File: src/rtl/alu_issue_decoder_if.sv
// Handshake bundle between register read and the ALU issue decoder.
// master drives the instruction side and out_ready; slave is the decoder.
interface alu_issue_decoder_if #(
  parameter int W = 32
);
  logic         in_valid;
  logic         in_ready;
  logic [31:0]  in_instr;
  logic [31:0]  in_pc;
  logic [31:0]  in_rs1_data;
  logic [31:0]  in_rs2_data;
  logic         out_valid;
  logic         out_ready;
  logic [W-1:0] out_inA;
  logic [W-1:0] out_inB;
  logic [3:0]   out_ALU_control;
  logic         out_branch;
  logic [2:0]   out_funct3;
  logic [4:0]   out_rd;
  logic         out_illegal;

  modport master (
    output in_valid, in_instr, in_pc,
    output in_rs1_data, in_rs2_data,
    output out_ready,
    input  in_ready, out_valid,
    input  out_inA, out_inB,
    input  out_ALU_control, out_branch,
    input  out_funct3, out_rd, out_illegal
  );

  modport slave (
    input  in_valid, in_instr, in_pc,
    input  in_rs1_data, in_rs2_data,
    input  out_ready,
    output in_ready, out_valid,
    output out_inA, out_inB,
    output out_ALU_control, out_branch,
    output out_funct3, out_rd, out_illegal
  );
endinterface

File: src/rtl/alu_issue_decoder.sv
// RV32I to ALU decode stage with output register and one-entry skid.
// Define ALU_ISSUE_ILLEGAL_EN to flag unsupported encodings.
module alu_issue_decoder #(
  parameter int W = 32
) (
  input  logic               clk,
  input  logic               reset,
  alu_issue_decoder_if.slave bus
);

  localparam logic [3:0] ALU_ADD = 4'b0000;
  localparam logic [3:0] ALU_SUB = 4'b0001;
  localparam logic [3:0] ALU_AND = 4'b0010;
  localparam logic [3:0] ALU_SLL = 4'b0011;
  localparam logic [3:0] ALU_OR  = 4'b0100;
  localparam logic [3:0] ALU_SRL = 4'b0101;
  localparam logic [3:0] ALU_SRA = 4'b0110;
  localparam logic [3:0] ALU_XOR = 4'b0111;
  localparam logic [3:0] ALU_SLT = 4'b1000;

  typedef struct packed {
    logic [W-1:0] a;
    logic [W-1:0] b;
    logic [3:0]   code;
    logic         branch;
    logic [2:0]   f3;
    logic [4:0]   rd;
    logic         ill;
  } op_t;

  function automatic logic [3:0] alu_code(
    input logic [2:0] f3,
    input logic       alt
  );
    logic [3:0] c;
    case (f3)
      3'b000:  c = alt ? ALU_SUB : ALU_ADD;
      3'b001:  c = ALU_SLL;
      3'b010:  c = ALU_SLT;
      3'b011:  c = ALU_SLT;
      3'b100:  c = ALU_XOR;
      3'b101:  c = alt ? ALU_SRA : ALU_SRL;
      3'b110:  c = ALU_OR;
      default: c = ALU_AND;
    endcase
    return c;
  endfunction

  logic [31:0] instr;
  logic [6:0]  opc;
  logic [2:0]  f3;
  logic [6:0]  f7;
  logic        f7_alt;
  logic        is_shift;
  logic [31:0] i_imm;
  logic [31:0] s_imm;
  logic [31:0] u_imm;

  assign instr    = bus.in_instr;
  assign opc      = instr[6:0];
  assign f3       = instr[14:12];
  assign f7       = instr[31:25];
  assign f7_alt   = (f7 == 7'b0100000);
  assign is_shift = (f3 == 3'b001) || (f3 == 3'b101);
  assign i_imm    = {{20{instr[31]}}, instr[31:20]};
  assign s_imm    = {{20{instr[31]}}, instr[31:25], instr[11:7]};
  assign u_imm    = {instr[31:12], 12'b0};

  logic is_op, is_imm, is_load, is_store;
  logic is_br, is_lui, is_auipc;

  assign is_op    = (opc == 7'b0110011);
  assign is_imm   = (opc == 7'b0010011);
  assign is_load  = (opc == 7'b0000011);
  assign is_store = (opc == 7'b0100011);
  assign is_br    = (opc == 7'b1100011);
  assign is_lui   = (opc == 7'b0110111);
  assign is_auipc = (opc == 7'b0010111);

`ifdef ALU_ISSUE_ILLEGAL_EN
  logic f7_zero;
  logic op_ill;
  logic sh_ill;
  logic known;
  logic illegal;

  assign f7_zero = (f7 == 7'b0000000);
  assign op_ill  = !(f7_zero || (f7_alt &&
                   (f3 == 3'b000 || f3 == 3'b101)));
  assign sh_ill  = ((f3 == 3'b001) && !f7_zero) ||
                   ((f3 == 3'b101) && !f7_zero && !f7_alt);
  assign known   = is_op || is_imm || is_load || is_store ||
                   is_br || is_lui || is_auipc;
  assign illegal = !known ||
                   (is_op && op_ill) ||
                   (is_imm && sh_ill);
`endif

  op_t dec;

  always_comb begin
    dec    = '0;
    dec.f3 = f3;
    dec.rd = instr[11:7];
    unique case (1'b1)
      is_op: begin
        dec.a    = bus.in_rs1_data;
        dec.b    = bus.in_rs2_data;
        dec.code = alu_code(f3, f7_alt);
      end
      is_imm: begin
        dec.a    = bus.in_rs1_data;
        dec.b    = is_shift ? {27'b0, instr[24:20]} : i_imm;
        // funct7 bits are immediate for non-shift ops
        dec.code = alu_code(f3, f7_alt && (f3 == 3'b101));
      end
      is_load: begin
        dec.a = bus.in_rs1_data;
        dec.b = i_imm;
      end
      is_store: begin
        dec.a = bus.in_rs1_data;
        dec.b = s_imm;
      end
      is_br: begin
        dec.a      = bus.in_rs1_data;
        dec.b      = bus.in_rs2_data;
        dec.branch = 1'b1;
        dec.code   = f3[2] && f3[1] ? ALU_SLT : ALU_SUB;
      end
      is_lui: begin
        dec.b = u_imm;
      end
      is_auipc: begin
        dec.a = bus.in_pc;
        dec.b = u_imm;
      end
      default: ;
    endcase
`ifdef ALU_ISSUE_ILLEGAL_EN
    if (illegal) begin
      dec.a      = '0;
      dec.b      = '0;
      dec.code   = ALU_ADD;
      dec.branch = 1'b0;
      dec.ill    = 1'b1;
    end
`endif
  end

  op_t  out_q;
  op_t  skid_q;
  logic out_valid;
  logic skid_valid;
  logic acc;
  logic xfer;

  assign bus.in_ready = !skid_valid && !reset;
  assign acc  = bus.in_valid && bus.in_ready;
  assign xfer = out_valid && bus.out_ready;

  always_ff @(posedge clk) begin
    if (reset) begin
      out_q      <= '0;
      skid_q     <= '0;
      out_valid  <= 1'b0;
      skid_valid <= 1'b0;
    end else if (!out_valid || xfer) begin
      if (skid_valid) begin
        out_q      <= skid_q;
        out_valid  <= 1'b1;
        skid_valid <= acc;
        if (acc) skid_q <= dec;
      end else begin
        out_valid <= acc;
        if (acc) out_q <= dec;
      end
    end else if (acc) begin
      // output stalled: park the in-flight op
      skid_q     <= dec;
      skid_valid <= 1'b1;
    end
  end

  assign bus.out_valid       = out_valid;
  assign bus.out_inA         = out_q.a;
  assign bus.out_inB         = out_q.b;
  assign bus.out_ALU_control = out_q.code;
  assign bus.out_branch      = out_q.branch;
  assign bus.out_funct3      = out_q.f3;
  assign bus.out_rd          = out_q.rd;
  assign bus.out_illegal     = out_q.ill;

endmodule

File: src/flat_wrapper.sv
// flat-port wrapper written by rule: the top's interface ports become plain ports
module alu_issue_decoder_flat 
#(
  parameter int W = 32
)
  (clk, reset, bus_in_valid, bus_in_instr, bus_in_pc, bus_in_rs1_data, bus_in_rs2_data, bus_out_ready, bus_in_ready, bus_out_valid, bus_out_inA, bus_out_inB, bus_out_ALU_control, bus_out_branch, bus_out_funct3, bus_out_rd, bus_out_illegal);
  alu_issue_decoder_if #(.W(W)) bus_i ();
  input  logic clk;
  input  logic reset;
  input wire logic [$bits(bus_i.in_valid)-1:0] bus_in_valid;
  input wire logic [$bits(bus_i.in_instr)-1:0] bus_in_instr;
  input wire logic [$bits(bus_i.in_pc)-1:0] bus_in_pc;
  input wire logic [$bits(bus_i.in_rs1_data)-1:0] bus_in_rs1_data;
  input wire logic [$bits(bus_i.in_rs2_data)-1:0] bus_in_rs2_data;
  input wire logic [$bits(bus_i.out_ready)-1:0] bus_out_ready;
  output wire logic [$bits(bus_i.in_ready)-1:0] bus_in_ready;
  output wire logic [$bits(bus_i.out_valid)-1:0] bus_out_valid;
  output wire logic [$bits(bus_i.out_inA)-1:0] bus_out_inA;
  output wire logic [$bits(bus_i.out_inB)-1:0] bus_out_inB;
  output wire logic [$bits(bus_i.out_ALU_control)-1:0] bus_out_ALU_control;
  output wire logic [$bits(bus_i.out_branch)-1:0] bus_out_branch;
  output wire logic [$bits(bus_i.out_funct3)-1:0] bus_out_funct3;
  output wire logic [$bits(bus_i.out_rd)-1:0] bus_out_rd;
  output wire logic [$bits(bus_i.out_illegal)-1:0] bus_out_illegal;
  assign bus_i.in_valid = bus_in_valid;
  assign bus_i.in_instr = bus_in_instr;
  assign bus_i.in_pc = bus_in_pc;
  assign bus_i.in_rs1_data = bus_in_rs1_data;
  assign bus_i.in_rs2_data = bus_in_rs2_data;
  assign bus_i.out_ready = bus_out_ready;
  assign bus_in_ready = bus_i.in_ready;
  assign bus_out_valid = bus_i.out_valid;
  assign bus_out_inA = bus_i.out_inA;
  assign bus_out_inB = bus_i.out_inB;
  assign bus_out_ALU_control = bus_i.out_ALU_control;
  assign bus_out_branch = bus_i.out_branch;
  assign bus_out_funct3 = bus_i.out_funct3;
  assign bus_out_rd = bus_i.out_rd;
  assign bus_out_illegal = bus_i.out_illegal;
  alu_issue_decoder #(.W(W)) u_core (.clk(clk), .reset(reset), .bus(bus_i));
endmodule
File: config.mk
export PLATFORM = sky130hd
export DESIGN_NAME = alu_issue_decoder_flat
export DESIGN_NICKNAME = d
export VERILOG_FILES = /design/src/rtl/alu_issue_decoder_if.sv /design/src/rtl/alu_issue_decoder.sv /design/src/flat_wrapper.sv
export SDC_FILE = /design/constraint.sdc
export NUM_CORES = 1
export LEC_CHECK = 0
export CORE_UTILIZATION = 49
export CTS_BUF_LIST = sky130_fd_sc_hd__clkbuf_4
export DETAILED_ROUTE_END_ITERATION = 10
export PLACE_DENSITY = 0.89
export SLEW_MARGIN = 20
export SYNTH_ARGS = -nofsm -noshare
export SYNTH_HDL_FRONTEND = slang
export SYNTH_SLANG_ARGS = --single-unit
File: constraint.sdc
create_clock -name clk -period 2.6 [get_ports clk]
set_input_delay 0.78 -clock clk [delete_from_list [all_inputs] [get_ports clk]]
set_output_delay 0.78 -clock clk [all_outputs]
set_load 0.01 [all_outputs]
==> flow_summary.toml, run 1 <==
[outcome]
status = "complete, no violations"

[global_routing]
track_usage = 0.305
grt_max_degree = 170
grtUsageMet2 = 0.482
top_usage_layer = "met2"
overflow = 0
grt_pass1_wl_um = 35600
grt_pass1_vias = 7254
use_met3 = 0.0841
grt.met1_usage = 0.372
antenna_found_initial = 1

[floorplanning]
rows = 43
ios = 212
die-height_um = 122
initial_core_util = 0.507
die_area_um2 = 14900
die_w_um = 122
fp.coreArea_um2 = 14000

[synthesis]
synth-async-reset-ratio = 0
syn_area_um2 = 7090
ys_seq_area_frac = 0.441
synth-warning-count = 0
synth_edf_count = 0
ys.flop_type = "dfxtp_1"
synth.ff_latch_count = 156
synth_cells = 808
synth_fp_nets = 940
avgSynthCellArea_um2 = 8.77
yosysUniqueCellTypes = 45

[critical_path]
slowest_delay_ns = 0.64
cp_data_required_time_ns = 1.82
slowest_stage = "clkdlybuf4s50_1"
worstSetupPathType = "reg -> out"
end_kind = "primary output"
cp-start-kind = "flip-flop"
path_cells = "nor2_1, clkdlybuf4s50_1"
crit_path_max_fanout = 3
arrival_ns = 1.68

[finish]
syn2layout_area_growth_pct = 40.3
final_util = 0.711
fin_nets = 1135
final_layout_size_suffix_gt1_frac = 0.101
multiInputGateArea_um2 = 3630
fin_cells = 1197
fillers = 1091
regArea_um2 = 3130

[clock_network]
root_buffer = "clkbuf_4"
ctsHoldBuffers = 0
worstSkewPairLatency_ns = 0.57
cts_max_path_buffers = 2
cts_max_level = 4
post_cts_buffers = 0
numCtsBuffers = 17
cts-resized-gates = 0
clk_pin_slew_worst_paths_ns = 0.14
cts_sinks = 156
cts_tree = "done"

[placement]
io_buffers = 210
dp_cells = 1164
gp_congestion = 0.866
hpwl_um = 15100

[drt]
first_pass_iters = 5
ant_nets = 0
drtIter0Drc = 754
viasPerCell = 6.22
remaining_drc_errors = 0
routed_wl_um = 22800
detail_route.wl_per_cell_um = 19.0
vias = 7442

[timing]
relSlewSlack = 0.495
period_needed_ns = 2.46
whs_ns = 0.466
finalCritPeriodShare = 0.946
worstMarginPinSlew_ns = 0.757
hold_viol = 0
clock.fmax_mhz = 407
setup_viol = 0
finalMaxSlewViolations = 0
fin_worst_skew_ns = 0.0270
rsz0062_at_grt = "false"

[run]
maxCapViolCount = 0

[power]
finalPower_mw = 5.10
peakVddDrop_mv = 0.369
p_leak_nw = 3.11
power.density_nw_per_um2 = 513

[min_path]
hold_path.class = "reg -> reg"
cell usage in the layout, fill, tap and decap left out, types with 9 or more instances in the layout:
cell | Yosys | final
buf_4 | 1 | 47
a21oi_1 | 17 | 17
nor3_1 | 11 | 10
dfxtp_1 | 156 | 155
buf_12 | 0 | 9
a211oi_1 | 59 | 59
nor2b_1 | 10 | 9
nand3b_1 | 66 | 66
nor2_1 | 81 | 80
a22oi_1 | 20 | 20
a311oi_1 | 65 | 65
clkdlybuf4s50_1 | 0 | 209
mux2i_1 | 13 | 13
nand2_1 | 59 | 59
o21ai_0 | 85 | 84
clkbuf_4 | 0 | 17
a221oi_1 | 10 | 10
critical path: cells and delay by family, from the launching register on:
family,cells,cell delay (ns)
flops,1,0.37
simple gates,1,0.10
buf+inv,1,0.64
per-stage QoR:
step / cell area (um^2) / setup TNS [ns] / setup slack [ns]
final: 9940 / 0 / 0.140
after global routing: 9940 / 0 / 0.0270
after CTS: 9940 / 0 / 0.104
after detailed placement: 9620 / -4.07 / -0.139
after global placement: 9620 / -0.449 / -0.0714
after floorplan: 7090 / 0 / 0.137
cell usage after synthesis (11+ instances only):
| library cell | count | area share |
|---|---|---|
| a311oi_1 | 65 | 0.080 |
| buf_2 | 18 | 0.013 |
| o21ai_0 | 85 | 0.060 |
| nor2_1 | 81 | 0.043 |
| a211oi_1 | 59 | 0.063 |
| dfxtp_1 | 156 | 0.44 |
| a21oi_1 | 17 | 0.012 |
| clkbuf_1 | 64 | 0.034 |
| a22oi_1 | 20 | 0.021 |
| nand3b_1 | 66 | 0.070 |
| nand2_1 | 59 | 0.031 |
| mux2i_1 | 13 | 0.018 |
| nor3_1 | 11 | 0.0078 |
area by class of cell:
type | count | share of cell area
multi-input cells | 560 | 0.365
flip-flops and latches | 156 | 0.315
repair buffers | 265 | 0.264
well taps | 180 | 0.0227
clock inverters | 15 | 0.0195
clock buffers | 17 | 0.0128
inverters | 3 | 0.00113
diodes | 1 | 0.000252
worst paths after layout:
kind	startpoint	to	slack, ns	cells past startpoint
worst min-delay path	u_core.skid_q[5]$_SDFFE_PP0P_	u_core.skid_q[5]$_SDFFE_PP0P_	0.47	2
worst max-delay path	u_core.skid_valid$_SDFFE_PP0P_	bus_in_ready	0.14	2
worst min register to register	u_core.skid_q[5]$_SDFFE_PP0P_	u_core.skid_q[5]$_SDFFE_PP0P_	0.47	2
worst max register to register	u_core.skid_valid$_SDFFE_PP0P_	u_core.bus.out_inB[18]$_SDFFE_PP0P_	0.71	5
cell families (layout without fill, tap and decap cells):
family	after synthesis	in the layout	synth area share
muxes	13	13	0.0184
AOI/OAI and AO/OA	291	291	0.288
xor gates and xnor gates	1	1	0.00124
buffers and inverters	92	300	0.0535
other	1	2	0.000529
and+or+nand+nor	254	254	0.197
DFF	156	156	0.441
power breakdown:
| group | leakage [nW] | switching, mW | internal (mW) |
|---|---|---|---|
| registers | 1.27 | 0.0538 | 2.50 |
| clock network | 0.162 | 0.901 | 0.761 |
| logic | 1.68 | 0.408 | 0.481 |
registers in the layout (all words and copies together) (netlist names):
signal,flops
u_core.bus.out_ALU_control,4
u_core.bus.out_branch,1
u_core.bus.out_funct3,3
u_core.bus.out_inA,32
u_core.bus.out_inB,32
u_core.bus.out_rd,5
u_core.bus.out_valid,1
u_core.skid_q,77
u_core.skid_valid,1
per-layer routing:
| layer | wire, um | up-vias |
|---|---|---|
| li1 | - | 3459 |
| met1 | 9250 | 3484 |
| met2 | 10400 | 430 |
| met3 | 2170 | 69 |
| met4 | 915 | 0 |
| met5 | 0 | - |
Power figures use the tool's default switching activity.
==> run 2, diff against run 1 <==
==> constraint.sdc (replaced) <==
create_clock -name clk -period 2.4 [get_ports clk]
set_input_delay 0.72 -clock clk [delete_from_list [all_inputs] [get_ports clk]]
set_output_delay 0.72 -clock clk [all_outputs]
set_load 0.01 [all_outputs]
==> run 2 against run 1 <==
Against the previous run: first-iteration DRC count is 10% lower; combinational power is 9.1% higher; utilization is 0.23 points higher; flip-flop and latch count stayed put; setup slack better by 0.026 ns; clock power is 9% lower; via count is 0.19% lower; critical path depth is 1 lower; power is 2.8% higher; routed wire length is 1.9% lower; die area stayed put.
==> flow_summary.toml, run 2 (synthesis gave the netlist of run 1 again) <==
[floorplanning]
rows = 43
die_area_um2 = 14900
ios = 212
fp.coreArea_um2 = 14000
die-height_um = 122
die_w_um = 122
initial_core_util = 0.507

[drt]
drtIter0Drc = 678
detail_route.wl_per_cell_um = 18.5
wl_met1_um = 9310
dr_wl_met3_um = 1880
vias = 7428
viasPerCell = 6.17
first_pass_iters = 5
wl_met2_um = 10600
ant_nets = 0
remaining_drc_errors = 0
routed_wl_um = 22300
top_layer_used = "met4"

[critical_path]
worstSetupPathType = "reg -> out"
end_kind = "primary output"
ff2ff_path_depth = 5
worstSetupStartpoint = "u_core.bus.out_ALU_control[1]$_SDFFE_PP0P_"
cp_num_buf_inv = 1
path_cells = "clkdlybuf4s50_1"
slowest_delay_ns = 0.62
reg2reg_slack_ns = 0.43
arrival_ns = 1.51
cp-start-kind = "flip-flop"
worstReg2RegStart = "u_core.skid_valid$_SDFFE_PP0P_"
crit_family = "buffers and inverters"
crit_path_max_fanout = 2
path_depth = 1
rr_endpoint = "u_core.bus.out_inA[27]$_SDFFE_PP0P_"
slowest_stage = "clkdlybuf4s50_1"
cp_data_required_time_ns = 1.68
setup.worst_path.end = "bus_out_ALU_control[1]"

[clock_network]
cts_max_level = 4
root_buffer = "clkbuf_4"
worstSkewPairLatency_ns = 0.56
post_cts_buffers = 0
cts_sinks = 156
clk_pin_slew_worst_paths_ns = 0.12
numCtsBuffers = 17
cts_max_path_buffers = 2
cts_tree = "done"

[finish]
layout.cells.most_common = "clkdlybuf4s50_1"
syn2layout_area_growth_pct = 40.8
final_cell_mix = "clkdlybuf4s50_1 (208), dfxtp_1 (155), o21ai_0 (84)"
fin_nets = 1143
diodes = 0
top_register = "u_core.skid_q"
final_layout_size_suffix_gt1_frac = 0.107
largest_reg_flops = 77
final_util = 0.713
design_area_um2 = 9970

[placement]
io_buffers = 210
dpl-instance-area_um2 = 9710
gp_congestion = 0.840
hpwl_um = 15100

[power]
sw_frac_of_total = 0.261
p_leak_nw = 3.14
p_switching_mw = 1.37
finalPower_mw = 5.25
p_clk_frac = 0.288
power.density_nw_per_um2 = 526
pwr-share-seq = 0.527
power_frac_comb = 0.185
peakVddDrop_mv = 0.302
p_int_mw = 3.88

[global_routing]
grt_pass1_wl_um = 35100
track_usage = 0.298
antenna_found_initial = 0
grt_max_degree = 165
grt_pass1_vias = 7110
overflow = 0

[timing]
worstMarginPinSlew_ns = 0.725
setup_viol = 0
fin_worst_skew_ns = 0.0224
hold_viol = 0
clock.fmax_mhz = 448
finalMaxSlewViolations = 0
rsz0062_at_grt = "false"
finalCritPeriodShare = 0.931
period_needed_ns = 2.23
relSlewSlack = 0.517

[min_path]
hold_path.class = "reg -> reg"

[run]
maxCapViolCount = 0

[outcome]
status = "complete, no violations"
## run 2: cell count changes in the layout (fill, tap and decap cells not counted), sizes merged, moves of 2 or more
cell	change
clkinv	+3
clkinvlp	-2
buf	+8
bufinv	-2
clkbuf	+4
inv	-3
## run 2: tightest hold or removal path: stages (launching register included)
cell and delay, ns:
dfxtp_1 0.33, nand2_1 0.05, a21oi_1 0.06
## run 2: what timing repair did
item,CTS,global route
hold endpoints to repair,0,0
hold buffers,0,0
resized for setup,1,0
setup endpoints to repair,1,0
## run 2: worst min path at each step
stage | from | end | slack, ns | cells after the start
global placement | u_core.skid_q[13]$_SDFFE_PP0P_ | u_core.skid_q[13]$_SDFFE_PP0P_ | 0.44 | 2
global route | u_core.skid_q[2]$_SDFFE_PP0P_ | u_core.skid_q[2]$_SDFFE_PP0P_ | 0.49 | 2
floorplan | u_core.skid_q[13]$_SDFFE_PP0P_ | u_core.skid_q[13]$_SDFFE_PP0P_ | 0.43 | 2
CTS | u_core.skid_q[4]$_SDFFE_PP0P_ | u_core.skid_q[4]$_SDFFE_PP0P_ | 0.47 | 2
detailed placement | u_core.skid_q[3]$_SDFFE_PP0P_ | u_core.skid_q[3]$_SDFFE_PP0P_ | 0.45 | 2
finish | u_core.skid_q[4]$_SDFFE_PP0P_ | u_core.skid_q[4]$_SDFFE_PP0P_ | 0.47 | 2
## run 2: layout make-up
| class | instances | area (um^2) |
|---|---|---|
| repair buffers | 273 | 2720 |
| well taps | 180 | 225 |
| multi-input cells | 560 | 3630 |
| flip-flops and latches | 156 | 3130 |
| clock inverters | 11 | 103 |
| inverters | 3 | 11.3 |
| clock buffers | 21 | 158 |
| fillers | 1054 | 4020 |
## run 2: stage by stage
step	hold slack (ns)	worst slack (ns)	setup TNS, ns	cells
after floorplan	0.432	0.0571	0	808
after global placement	0.440	-0.146	-10.20	1172
after detailed placement	0.451	-0.230	-20.01	1172
after CTS	0.469	0.123	0	1204
after global routing	0.488	0.0977	0	1204
final	0.467	0.167	0	1204
## run 2: layer usage
layer,global-route usage,vias up
met4,0.130,0
met3,0.0702,40
li1,-,3472
met2,0.481,379
met1,0.377,3537
met5,0,-
## run 2: power groups by stage
stage	clock network (mW)	registers, mW	logic (mW)
after floorplan	0	2.85	0.350
after global placement	0	2.82	0.943
after detailed placement	0	2.82	0.957
after CTS	1.54	2.76	0.962
after global routing	1.63	2.78	1.04
final	1.51	2.76	0.969
